### src/rtl/mips_pkg.sv
// rtl/mips_pkg.sv - shared fetch-stage types and constants
package mips_pkg;

  localparam int WORD_BITS = 32;
  localparam logic [31:0] NOP = 32'h0000_0000;
  localparam logic [31:0] PC_INC = 32'd4;

  typedef enum logic [1:0] {
    IDLE  = 2'd0,
    FETCH = 2'd1,
    HALT  = 2'd2,
    FAULT = 2'd3
  } fetch_state_e;

endpackage

### src/rtl/instr_fetch_ctrl_if.sv
// rtl/instr_fetch_ctrl_if.sv - fetch controller bus to memory and decode
interface instr_fetch_ctrl_if
  import mips_pkg::*;
#(
  parameter int W = WORD_BITS
);
  logic         run;
  logic         stall;
  logic         redirect_valid;
  logic [W-1:0] redirect_pc;
  logic [W-1:0] imem_addr;
  logic [W-1:0] imem_instr;
  logic [W-1:0] instr_out;
  logic [W-1:0] pc_out;
  logic [W-1:0] pc_plus4;
  logic         instr_valid;
  logic         halted;
  logic         fault;
  logic [W-1:0] fetch_count;

  modport master (
    output run, stall, redirect_valid, redirect_pc, imem_instr,
    input  imem_addr, instr_out, pc_out, pc_plus4, instr_valid, halted, fault, fetch_count
  );

  modport slave (
    input  run, stall, redirect_valid, redirect_pc, imem_instr,
    output imem_addr, instr_out, pc_out, pc_plus4, instr_valid, halted, fault, fetch_count
  );
endinterface

### src/rtl/fetch_pc_reg.sv
// rtl/fetch_pc_reg.sv - program counter with load/hold/increment and range flags
module fetch_pc_reg
  import mips_pkg::*;
#(
  parameter int           W        = WORD_BITS,
  parameter int           DIR_MEM  = 1024,
  parameter logic [W-1:0] RESET_PC = '0
) (
  input  logic         i_clk,
  input  logic         i_rst,
  input  logic         i_load_reset,
  input  logic         i_load_target,
  input  logic         i_inc,
  input  logic [W-1:0] i_target,
  output logic [W-1:0] o_pc,
  output logic         o_target_misaligned,
  output logic         o_past_end
);
  // Highest byte address that still holds a full word.
  localparam logic [W-1:0] LAST_PC = W'(DIR_MEM - 4);

  logic [W-1:0] r_pc;

  // Restart beats redirect beats sequential increment; otherwise hold.
  always_ff @(posedge i_clk) begin
    if (i_rst) begin
      r_pc <= RESET_PC;
    end else if (i_load_reset) begin
      r_pc <= RESET_PC;
    end else if (i_load_target) begin
      r_pc <= i_target;
    end else if (i_inc) begin
      r_pc <= r_pc + W'(PC_INC);
    end
  end

  assign o_pc                = r_pc;
  assign o_target_misaligned = |i_target[1:0];
  assign o_past_end          = (r_pc > LAST_PC);
endmodule

### src/rtl/instr_fetch_ctrl.sv
// rtl/instr_fetch_ctrl.sv - instruction fetch sequencer and fetch/decode register
module instr_fetch_ctrl
  import mips_pkg::*;
#(
  parameter int              WORD     = WORD_BITS,
  parameter int              DIR_MEM  = 1024,
  parameter logic [WORD-1:0] RESET_PC = '0
) (
  input  logic                i_clk,
  input  logic                i_rst,
  instr_fetch_ctrl_if.slave   bus
);
  fetch_state_e    r_state, w_state_nxt;
  logic [WORD-1:0] r_instr, w_instr_nxt;
  logic [WORD-1:0] r_pc_out, w_pc_out_nxt;
  logic [WORD-1:0] r_count, w_count_nxt;
  logic            r_valid, w_valid_nxt;
  logic            r_halted, r_fault;

  logic [WORD-1:0] w_pc;
  logic            w_load_reset, w_load_target, w_inc;
  logic            w_misaligned, w_past_end;

  fetch_pc_reg #(
    .W        (WORD),
    .DIR_MEM  (DIR_MEM),
    .RESET_PC (RESET_PC)
  ) u_pc (
    .i_clk               (i_clk),
    .i_rst               (i_rst),
    .i_load_reset        (w_load_reset),
    .i_load_target       (w_load_target),
    .i_inc               (w_inc),
    .i_target            (bus.redirect_pc),
    .o_pc                (w_pc),
    .o_target_misaligned (w_misaligned),
    .o_past_end          (w_past_end)
  );

  // Next-state and next-register logic; valid drops unless a word is delivered or held by stall.
  always_comb begin
    w_state_nxt   = r_state;
    w_instr_nxt   = r_instr;
    w_pc_out_nxt  = r_pc_out;
    w_count_nxt   = r_count;
    w_valid_nxt   = 1'b0;
    w_load_reset  = 1'b0;
    w_load_target = 1'b0;
    w_inc         = 1'b0;
    case (r_state)
      IDLE, HALT, FAULT: begin
        if (bus.run) begin
          w_load_reset = 1'b1;
          w_count_nxt  = '0;
          w_state_nxt  = FETCH;
        end
      end
      FETCH: begin
        if (bus.redirect_valid && w_misaligned) begin
          w_state_nxt = FAULT;
        end else if (bus.redirect_valid) begin
          w_load_target = 1'b1;
        end else if (bus.stall) begin
          w_valid_nxt = r_valid;
        end else if (w_past_end) begin
          w_state_nxt = HALT;
        end else begin
          w_instr_nxt  = bus.imem_instr;
          w_pc_out_nxt = w_pc;
          w_valid_nxt  = 1'b1;
          w_inc        = 1'b1;
          w_count_nxt  = r_count + 1'b1;
        end
      end
      default: w_state_nxt = IDLE;
    endcase
  end

  // State and fetch/decode register update; halted/fault track the state entered.
  always_ff @(posedge i_clk) begin
    if (i_rst) begin
      r_state  <= IDLE;
      r_instr  <= NOP;
      r_pc_out <= '0;
      r_count  <= '0;
      r_valid  <= 1'b0;
      r_halted <= 1'b0;
      r_fault  <= 1'b0;
    end else begin
      r_state  <= w_state_nxt;
      r_instr  <= w_instr_nxt;
      r_pc_out <= w_pc_out_nxt;
      r_count  <= w_count_nxt;
      r_valid  <= w_valid_nxt;
      r_halted <= (w_state_nxt == HALT);
      r_fault  <= (w_state_nxt == FAULT);
    end
  end

  assign bus.imem_addr   = w_pc;
  assign bus.instr_out   = r_instr;
  assign bus.pc_out      = r_pc_out;
  assign bus.pc_plus4    = r_pc_out + WORD'(PC_INC);
  assign bus.instr_valid = r_valid;
  assign bus.halted      = r_halted;
  assign bus.fault       = r_fault;
  assign bus.fetch_count = r_count;
endmodule
### src/flat_wrapper.sv
// flat-port wrapper written by rule: the top's interface ports become plain ports
module instr_fetch_ctrl_flat import mips_pkg::*;
#(
  parameter int              WORD     = WORD_BITS,
  parameter int              DIR_MEM  = 1024,
  parameter logic [WORD-1:0] RESET_PC = '0
)
  (i_clk, i_rst, bus_run, bus_stall, bus_redirect_valid, bus_redirect_pc, bus_imem_instr, bus_imem_addr, bus_instr_out, bus_pc_out, bus_pc_plus4, bus_instr_valid, bus_halted, bus_fault, bus_fetch_count);
  instr_fetch_ctrl_if bus_i ();
  input  logic i_clk;
  input  logic i_rst;
  input wire logic [$bits(bus_i.run)-1:0] bus_run;
  input wire logic [$bits(bus_i.stall)-1:0] bus_stall;
  input wire logic [$bits(bus_i.redirect_valid)-1:0] bus_redirect_valid;
  input wire logic [$bits(bus_i.redirect_pc)-1:0] bus_redirect_pc;
  input wire logic [$bits(bus_i.imem_instr)-1:0] bus_imem_instr;
  output wire logic [$bits(bus_i.imem_addr)-1:0] bus_imem_addr;
  output wire logic [$bits(bus_i.instr_out)-1:0] bus_instr_out;
  output wire logic [$bits(bus_i.pc_out)-1:0] bus_pc_out;
  output wire logic [$bits(bus_i.pc_plus4)-1:0] bus_pc_plus4;
  output wire logic [$bits(bus_i.instr_valid)-1:0] bus_instr_valid;
  output wire logic [$bits(bus_i.halted)-1:0] bus_halted;
  output wire logic [$bits(bus_i.fault)-1:0] bus_fault;
  output wire logic [$bits(bus_i.fetch_count)-1:0] bus_fetch_count;
  assign bus_i.run = bus_run;
  assign bus_i.stall = bus_stall;
  assign bus_i.redirect_valid = bus_redirect_valid;
  assign bus_i.redirect_pc = bus_redirect_pc;
  assign bus_i.imem_instr = bus_imem_instr;
  assign bus_imem_addr = bus_i.imem_addr;
  assign bus_instr_out = bus_i.instr_out;
  assign bus_pc_out = bus_i.pc_out;
  assign bus_pc_plus4 = bus_i.pc_plus4;
  assign bus_instr_valid = bus_i.instr_valid;
  assign bus_halted = bus_i.halted;
  assign bus_fault = bus_i.fault;
  assign bus_fetch_count = bus_i.fetch_count;
  instr_fetch_ctrl #(.WORD(WORD), .DIR_MEM(DIR_MEM), .RESET_PC(RESET_PC)) u_core (.i_clk(i_clk), .i_rst(i_rst), .bus(bus_i));
endmodule
### config.mk
export PLATFORM = sky130hd
export DESIGN_NAME = instr_fetch_ctrl_flat
export DESIGN_NICKNAME = d
export VERILOG_FILES = /design/src/rtl/mips_pkg.sv /design/src/rtl/instr_fetch_ctrl_if.sv /design/src/rtl/fetch_pc_reg.sv /design/src/rtl/instr_fetch_ctrl.sv /design/src/flat_wrapper.sv
export SDC_FILE = /design/constraint.sdc
export NUM_CORES = 1
export LEC_CHECK = 0
export ABC_AREA = 0
export CORE_UTILIZATION = 43
export DETAILED_ROUTE_END_ITERATION = 7
export PLACE_DENSITY = 0.78
export RECOVER_POWER = 100
export SETUP_SLACK_MARGIN = 0.15
export SYNTH_ARGS = -nofsm -noshare
export SYNTH_HDL_FRONTEND = slang
export SYNTH_SLANG_ARGS = --single-unit
### constraint.sdc
create_clock -name i_clk -period 3.25 [get_ports i_clk]
set_clock_uncertainty 0.2 [all_clocks]
set_input_delay 0.4875 -clock i_clk [delete_from_list [all_inputs] [get_ports i_clk]]
set_output_delay 0.4875 -clock i_clk [all_outputs]
set_load 0.1 [all_outputs]
==> out/metrics.yaml, run 1 <==
global_routing:
  grt_usage_pct: 25.6
  grt_overflow: 0
  grt_max_degree: 45
  grt_pass1_vias: 5558
  antenna_found_initial: 0
  grt_pass1_wl_mm: 27.2
run:
  maxCapViolations: 0
setup_path:
  timing.rr.end: "u_core.bus.fetch_count[0]"
  crit_arrival_ps: 2390
  rr_worst_depth: 7
  crit_required_ps: 2560
  setup.worst_path.class: "register to output pin"
  startpoint: "u_core.bus.pc_out[16]"
  critical_path.max_fanout: 8
  r2r_start: "u_core.u_pc.o_pc[2]"
  crit_path_end_kind: "output pin"
  rrSetupSlack_ps: 460
  startpoint_type: "register"
logic_synthesis:
  netlist_area_um2: 5700
  synth-main-ff-cell: "dfxtp_1"
  synth-seq-cells: 133
  ys_warn_count: 0
  postSynthNetCount: 774
  syn_avg_cell_area_um2: 8.12
  synth_edf_count: 0
  yosysUniqueCellTypes: 45
  async_flop_share_pct: 0
  yosysSeqAreaShare_pct: 46.7
  syn_inst: 702
sta:
  finalWorstSetupSlack_ps: 169
  holdWs_ps: 191
  slew_headroom_pct: 18.0
  rsz0062_at_grt: "false"
  finalHoldViolCount: 0
  worst_pin_slew_ps: 1240
  fmax_ghz: 0.325
  setup_viol: 0
  fin_setup_tns_ps: 0
  timing.final.crit_share_pct: 94.8
  drv_slew: 0
  fin_crit_ps: 3080
cts:
  cts_tree: "done"
  cts_buffer_depth: 2
  cts_setup_buffers: 0
  cts_buffers: 17
  cts.sinks: 133
  clk_pin_slew_ps: 60
  cts_resized: 0
  h-tree-depth: 4
  ctsHoldBuffers: 0
  clk_latency_ps: 410
  cts_root_buf: "clkbuf_16"
placement:
  dpl.cell_count: 1082
  gp_congestion: 0.798
  dpl_worst_slack_ps: 113
  dpl.hpwl_mm: 13.2
  portBuffers: 231
  place_area_um2: 8410
power:
  p_leak_nw: 2.90
  pwr-share-seq_pct: 41.6
  irDropWorstVdd_mv: 0.355
  power_density_nw_per_um2: 476
  p_sw_mw: 0.952
  clkPwrFrac_pct: 49.5
  intPower_mw: 3.02
  p_sw_share_pct: 24.0
  pwr-share-comb_pct: 8.9
worst_hold_path:
  hp-start: "i_rst"
  min_path_type: "primary input to register"
  min_to: "u_core.bus.fetch_count[0]"
  holdPathStages: 2
final_layout:
  final-instance-count-excl-fill: 1114
  fin_area_um2: 8340
  drive_gt1_share_pct: 15.4
  syn2layout_area_growth_pct: 46.3
  fin_nets: 1001
  regArea_um2: 2750
  multi_input_area_um2: 3150
  n_fill_cell: 1158
  antenna_cells: 0
floorplanning:
  boundaryPins: 232
  placementRows: 41
  die_y_um: 117
  die_w_um: 117
  fp.coreArea_um2: 12800
  initial_core_util_pct: 44.6
  dieArea_um2: 13700
routing:
  routed_wl_mm: 17.7
  highest_layer: "met4"
  vias: 6065
  drc: 0
  wl_met2_mm: 8.95
  m1WireLength_mm: 7.27
  dr.first_iter.drc_count: 387
  postRouteAntennaNets: 0
  drt_first_pass_iters: 5
  vias_per_cell: 5.44
  wl_met3_mm: 1.23
  wire_per_inst_um: 15.9
status:
  run_status: "finished clean"
## through the flow
stage               util, %  total power, mW
detailed placement     65.9             2.06
CTS                    70.7             4.00
finish                 65.3             3.97
global placement       65.9             2.05
floorplan                 -             1.91
global route           65.3             4.09
## power groups by stage
stage	sequential, mW	combinational [mW]	clock (mW)
after floorplan	1.81	0.0985	0
after global placement	1.69	0.363	0
after detailed placement	1.69	0.369	0
after CTS	1.65	0.370	1.98
after global routing	1.65	0.371	2.06
final	1.65	0.351	1.97
## worst max path at each step
stage | cells after the start | slack, ps | endpoint
after floorplan | 5 | 120 | bus_pc_plus4[29]
after global placement | 8 | 150 | u_core.u_pc.o_pc[8]
after detailed placement | 8 | 110 | u_core.u_pc.o_pc[8]
after CTS | 8 | 220 | bus_pc_plus4[26]
after global routing | 8 | 80 | bus_pc_plus4[26]
final | 6 | 170 | bus_pc_plus4[29]
## worst max-delay path, cell delays in order, from the launching register on
cell and delay [ps]:
dfxtp_4 380, and4_1 240, and3_1 310, and3b_1 370, nand3_1 230, xnor2_4 200, buf_6 240
## flip-flops by register name, summed over array words and instances (netlist names)
name,count
u_core.bus.halted,1
u_core.u_pc.o_pc,32
u_core.bus.pc_out,32
u_core.bus.fetch_count,32
u_core.bus.fault,1
u_core.r_state,2
u_core.bus.instr_out,32
u_core.bus.instr_valid,1
## kinds of logic after synthesis
group / share of synthesized area, %
AOI/OAI and AO/OA: 13.5
DFF: 46.7
and+or+nand+nor: 29.1
xor gates and xnor gates: 5.22
muxes: 0.549
buffers and inverters: 4.19
adders and majority gates: 0.658
## final cells by class
cell class	count	share of cell area, %
clock buffers	24	6.27
clock inverters	8	1.11
inverters	12	0.540
multi-input cells	514	37.7
flip-flops and latches	133	32.9
well taps	172	2.58
repair buffers	251	18.9
## synthesized netlist by cell type (3+ instances only)
cell      number  area share (%)
a21oi_1       95             8.3
and3_1         7            0.77
inv_1         12            0.79
and4_1         7             1.1
dfxtp_1      133              47
nor3_1        12             1.1
o21ai_0       15             1.3
xnor2_1       26             4.0
xor2_1         8             1.2
nand3_1       32             2.8
and2_1        22             2.4
o31ai_1       17             2.2
a31o_2         3            0.46
clkbuf_1      34             2.2
or4_1         18             2.4
nor2_1        21             1.4
o211ai_1       3            0.39
buf_6          3            0.59
nor4_1        15             1.6
nand4_1       17             1.9
nand2_1      159              10
ha_1           3            0.66
or3_1         10             1.1
## layout by cell type (no fill, tap or decap), types with 5 or more instances in the layout
master,count
buf_4,11
clkbuf_8,5
o31ai_1,17
buf_12,8
xnor2_1,7
and2_0,9
and2_1,13
or3_1,10
nand3_1,31
clkbuf_1,147
dfxtp_2,21
clkbuf_4,5
dfxtp_1,97
o21ai_0,15
a21oi_1,95
nand4_1,17
dfxtp_4,15
and4_1,7
nor3_1,11
nor2_1,21
nand2_1,159
nor4_1,13
xnor2_4,10
clkinv_2,5
and3_1,7
clkbuf_16,18
clkbuf_2,11
or4_1,18
clkdlybuf4s50_1,65
inv_1,12
xnor2_2,9
## metal layers
layer	vias to the layer above	track usage, %
met4	0	8.86
met2	240	44.4
li1	2919	-
met5	-	0
met1	2889	30.5
met3	17	6.75
Power figures use the tool's default switching activity.
==> inputs of run 2 (changes only) <==
CORE_UTILIZATION = 45   (was 43)
PLACE_DENSITY = 0.79   (was 0.78)
SYNTH_HIERARCHICAL = 1   (was unset)
==> run 2 against run 1 <==
- the run now ends with setup timing left
- sequential power hardly changed
- final area is 18% higher
- final cell count is 12% higher
- global-route usage is 3.0 points higher
- first-iteration DRC count is 45% higher
- die area is 5.4% higher
- critical path depth is 7 higher
- utilization is 7.8 points higher
==> out/metrics.yaml, run 2 <==
status:
  run_status: "finished with violations"
  violations: "setup timing"
setup_path:
  crit_required_ps: 3330  # +770 ps
  setup.worst_path.class: "register to register"
  slowest_delay_ps: 520  # +140 ps
  crit_path_end_kind: "register"
  critical_path.max_fanout: 5  # -3
  crit_arrival_ps: 3580  # +1190 ps
  slowest_stage: "or4_4"
  cp_cell_sequence: "or4_4 -> nor4_4 -> nand2_1 -> or4_4 -> or2_4 -> inv_4 -> nand4_1 -> buf_4 -> nor3_2 -> buf_4 -> nand4_1 -> xor2_1 -> a21oi_1"
  startpoint_type: "register"
placement:
  dpl_worst_slack_ps: -275  # -387 ps
  dpl.hpwl_mm: 14.7  # +11%
  place_area_um2: 9340  # +11%
  portBuffers: 231  # unchanged
  gp_congestion: 0.924  # +16%
sta:
  rsz0062_at_grt: "true"
  finalWorstSetupSlack_ps: -245  # -414 ps
  worst_pin_slew_ps: 1250  # +17.0 ps
  timing.final.crit_share_pct: 108  # +13 points
  slew_headroom_pct: 16.9  # -1.1 points
  fmax_ghz: 0.286  # -12%
  finalHoldViolCount: 0  # unchanged
  fin_crit_ps: 3490  # +414 ps
  fin_setup_tns_ps: -2770  # -2770 ps
  drv_slew: 0  # unchanged
  setup_viol: 48  # +48
cts:
  cts_buffer_depth: 2  # unchanged
  cts_tree: "done"
  clk_pin_slew_ps: 60  # about the same
  clk_latency_ps: 420  # about the same
  cts_buffers: 17  # unchanged
  cts_root_buf: "clkbuf_16"
  cts.sinks: 133  # unchanged
  h-tree-depth: 4  # unchanged
global_routing:
  grt_overflow: 0  # unchanged
  antenna_found_initial: 0  # unchanged
  grt_max_degree: 67  # +49%
  grt_pass1_vias: 6235  # +12%
  grt_pass1_wl_mm: 32.4  # +19%
  grt_usage_pct: 28.6  # +3.0 points
logic_synthesis:
  netlist_area_um2: 6300  # +10%
  synth_top_area_cell: "dfxtp_1"
  postSynthNetCount: 859  # +11%
  syn_avg_cell_area_um2: 8.00  # -1.5%
  yosysUniqueCellTypes: 48  # +6.7%
  synth-seq-cells: 133  # unchanged
  async_flop_share_pct: 0  # unchanged
  synth_edf_count: 0  # unchanged
  yosysSeqAreaShare_pct: 42.3  # -4.4 points
  synth_top_area_share_pct: 42.3  # -4.4 points
  synth-main-ff-cell: "dfxtp_1"
  ys_top_cells_by_area: "dfxtp_1 42%, nand2_1 10%, a21oi_1 8.1%"
  syn_inst: 787  # +12%
  yosysMostFrequentCell: "nand2_1"
  ys_top_cells_by_count: "168 x nand2_1, 133 x dfxtp_1, 102 x a21oi_1"
  ys_warn_count: 6  # +6
final_layout:
  fin_area_um2: 9830  # +18%
  layout_commonest_cell: "nand2_1"
  final_cell_mix: "167 x nand2_1, 134 x clkbuf_1, 97 x a21oi_1, 85 x dfxtp_1, 69 x buf_4"
  fin_nets: 1126  # +12%
  drive_gt1_share_pct: 25.0  # +9.6 points
  regArea_um2: 2770  # +0.91%
  n_fill_cell: 1116  # -3.6%
  syn2layout_area_growth_pct: 56.2
  multi_input_area_um2: 4070  # +29%
  antenna_cells: 0  # unchanged
worst_hold_path:
  min_path_type: "primary input to register"
routing:
  drc: 0  # unchanged
  dr.first_iter.drc_count: 560  # +45%
  vias_per_cell: 5.52  # +1.4%
  postRouteAntennaNets: 0  # unchanged
  wire_per_inst_um: 17.1  # +7.6%
  vias: 6859  # +13%
  routed_wl_mm: 21.2  # +20%
  drt_first_pass_iters: 5  # unchanged
power:
  p_leak_nw: 3.53  # +21%
  power_density_nw_per_um2: 415  # -13%
  irDropWorstVdd_mv: 0.398  # +12%
floorplanning:
  initial_core_util_pct: 46.8  # +2.2 points
  dieArea_um2: 14500  # +5.4%
  die_y_um: 120  # +2.7%
  placementRows: 42  # +2.4%
  fp.coreArea_um2: 13500  # +5.3%
  boundaryPins: 232  # unchanged
  die_w_um: 120  # +2.7%
run:
  maxCapViolations: 0  # unchanged
[run 2: path summary, 6_finish.rpt]
path                             from                        to  slack, ps  cells after the start
max              u_core/u_pc/o_pc[26]      u_core/u_pc/o_pc[18]       -240                     13
min                             i_rst      u_core/bus.pc_out[3]        100                      2
max reg2reg      u_core/u_pc/o_pc[26]      u_core/u_pc/o_pc[18]       -240                     13
min reg2reg  u_core/bus.instr_out[26]  u_core/bus.instr_out[26]        250                      2
[run 2: logic make-up after synthesis]
kind of cell,Yosys count,share of synthesized area (%)
multiplexers,7,1.13
buffers and inverters,53,4.03
XOR/XNOR,75,10.4
adder cells (fa/ha/maj),3,0.596
flip-flops,133,42.3
AND/OR/NAND/NOR,375,29.4
AO/OA/AOI/OAI,141,12.1
[run 2: layer usage]
layer | vias to the layer above | GRT usage [%] | wire length, um
met5 | - | 0 | 0
met4 | 0 | 11.6 | 530
met3 | 50 | 5.52 | 1440
met2 | 316 | 46.0 | 10100
met1 | 3239 | 37.5 | 9160
li1 | 3254 | - | -
[run 2: report_power, final]
group	total [mW]	internal, mW	switching, mW
clock	1.98	1.26	0.721
combinational	0.443	0.147	0.295
sequential	1.65	1.64	0.0140
total	4.08	3.05	1.03
[run 2: per-stage QoR]
stage | util, % | cells | power (mW) | hold WS (ps)
after global routing | 73.1 | 1243 | 4.20 | 102
after global placement | 69.4 | 1202 | 2.12 | 243
after detailed placement | 69.4 | 1202 | 2.12 | 249
final | 73.1 | 1243 | 4.08 | 104
after CTS | 75.5 | 1241 | 4.10 | 81.9
after floorplan | - | 787 | 1.96 | 364
[run 2: critical path, delay by kind of cell (launching register included)]
| kind | cells | cell delay, ps |
|---|---|---|
| and+or+nand+nor | 8 | 2090 |
| buffers and inverters | 3 | 440 |
| DFF | 1 | 340 |
| xor gates and xnor gates | 1 | 180 |
| AOI/OAI and AO/OA | 1 | 90 |
[run 2: final cells by class]
cell class,instances,area share [%]
multi-input combinational,601,41.4
sequential,133,28.2
timing repair buffer,294,21.6
clock buffer,23,5.18
tap,176,2.24
clock inverter,9,1.16
inverter,7,0.293
[run 2: what timing repair did]
action	in CTS	in global routing
setup buffers	7	2
pin swaps	19	25
setup endpoints to repair	103	88
resized for setup	23	33
endpoints found under the hold margin	0	0
hold buffers	0	0
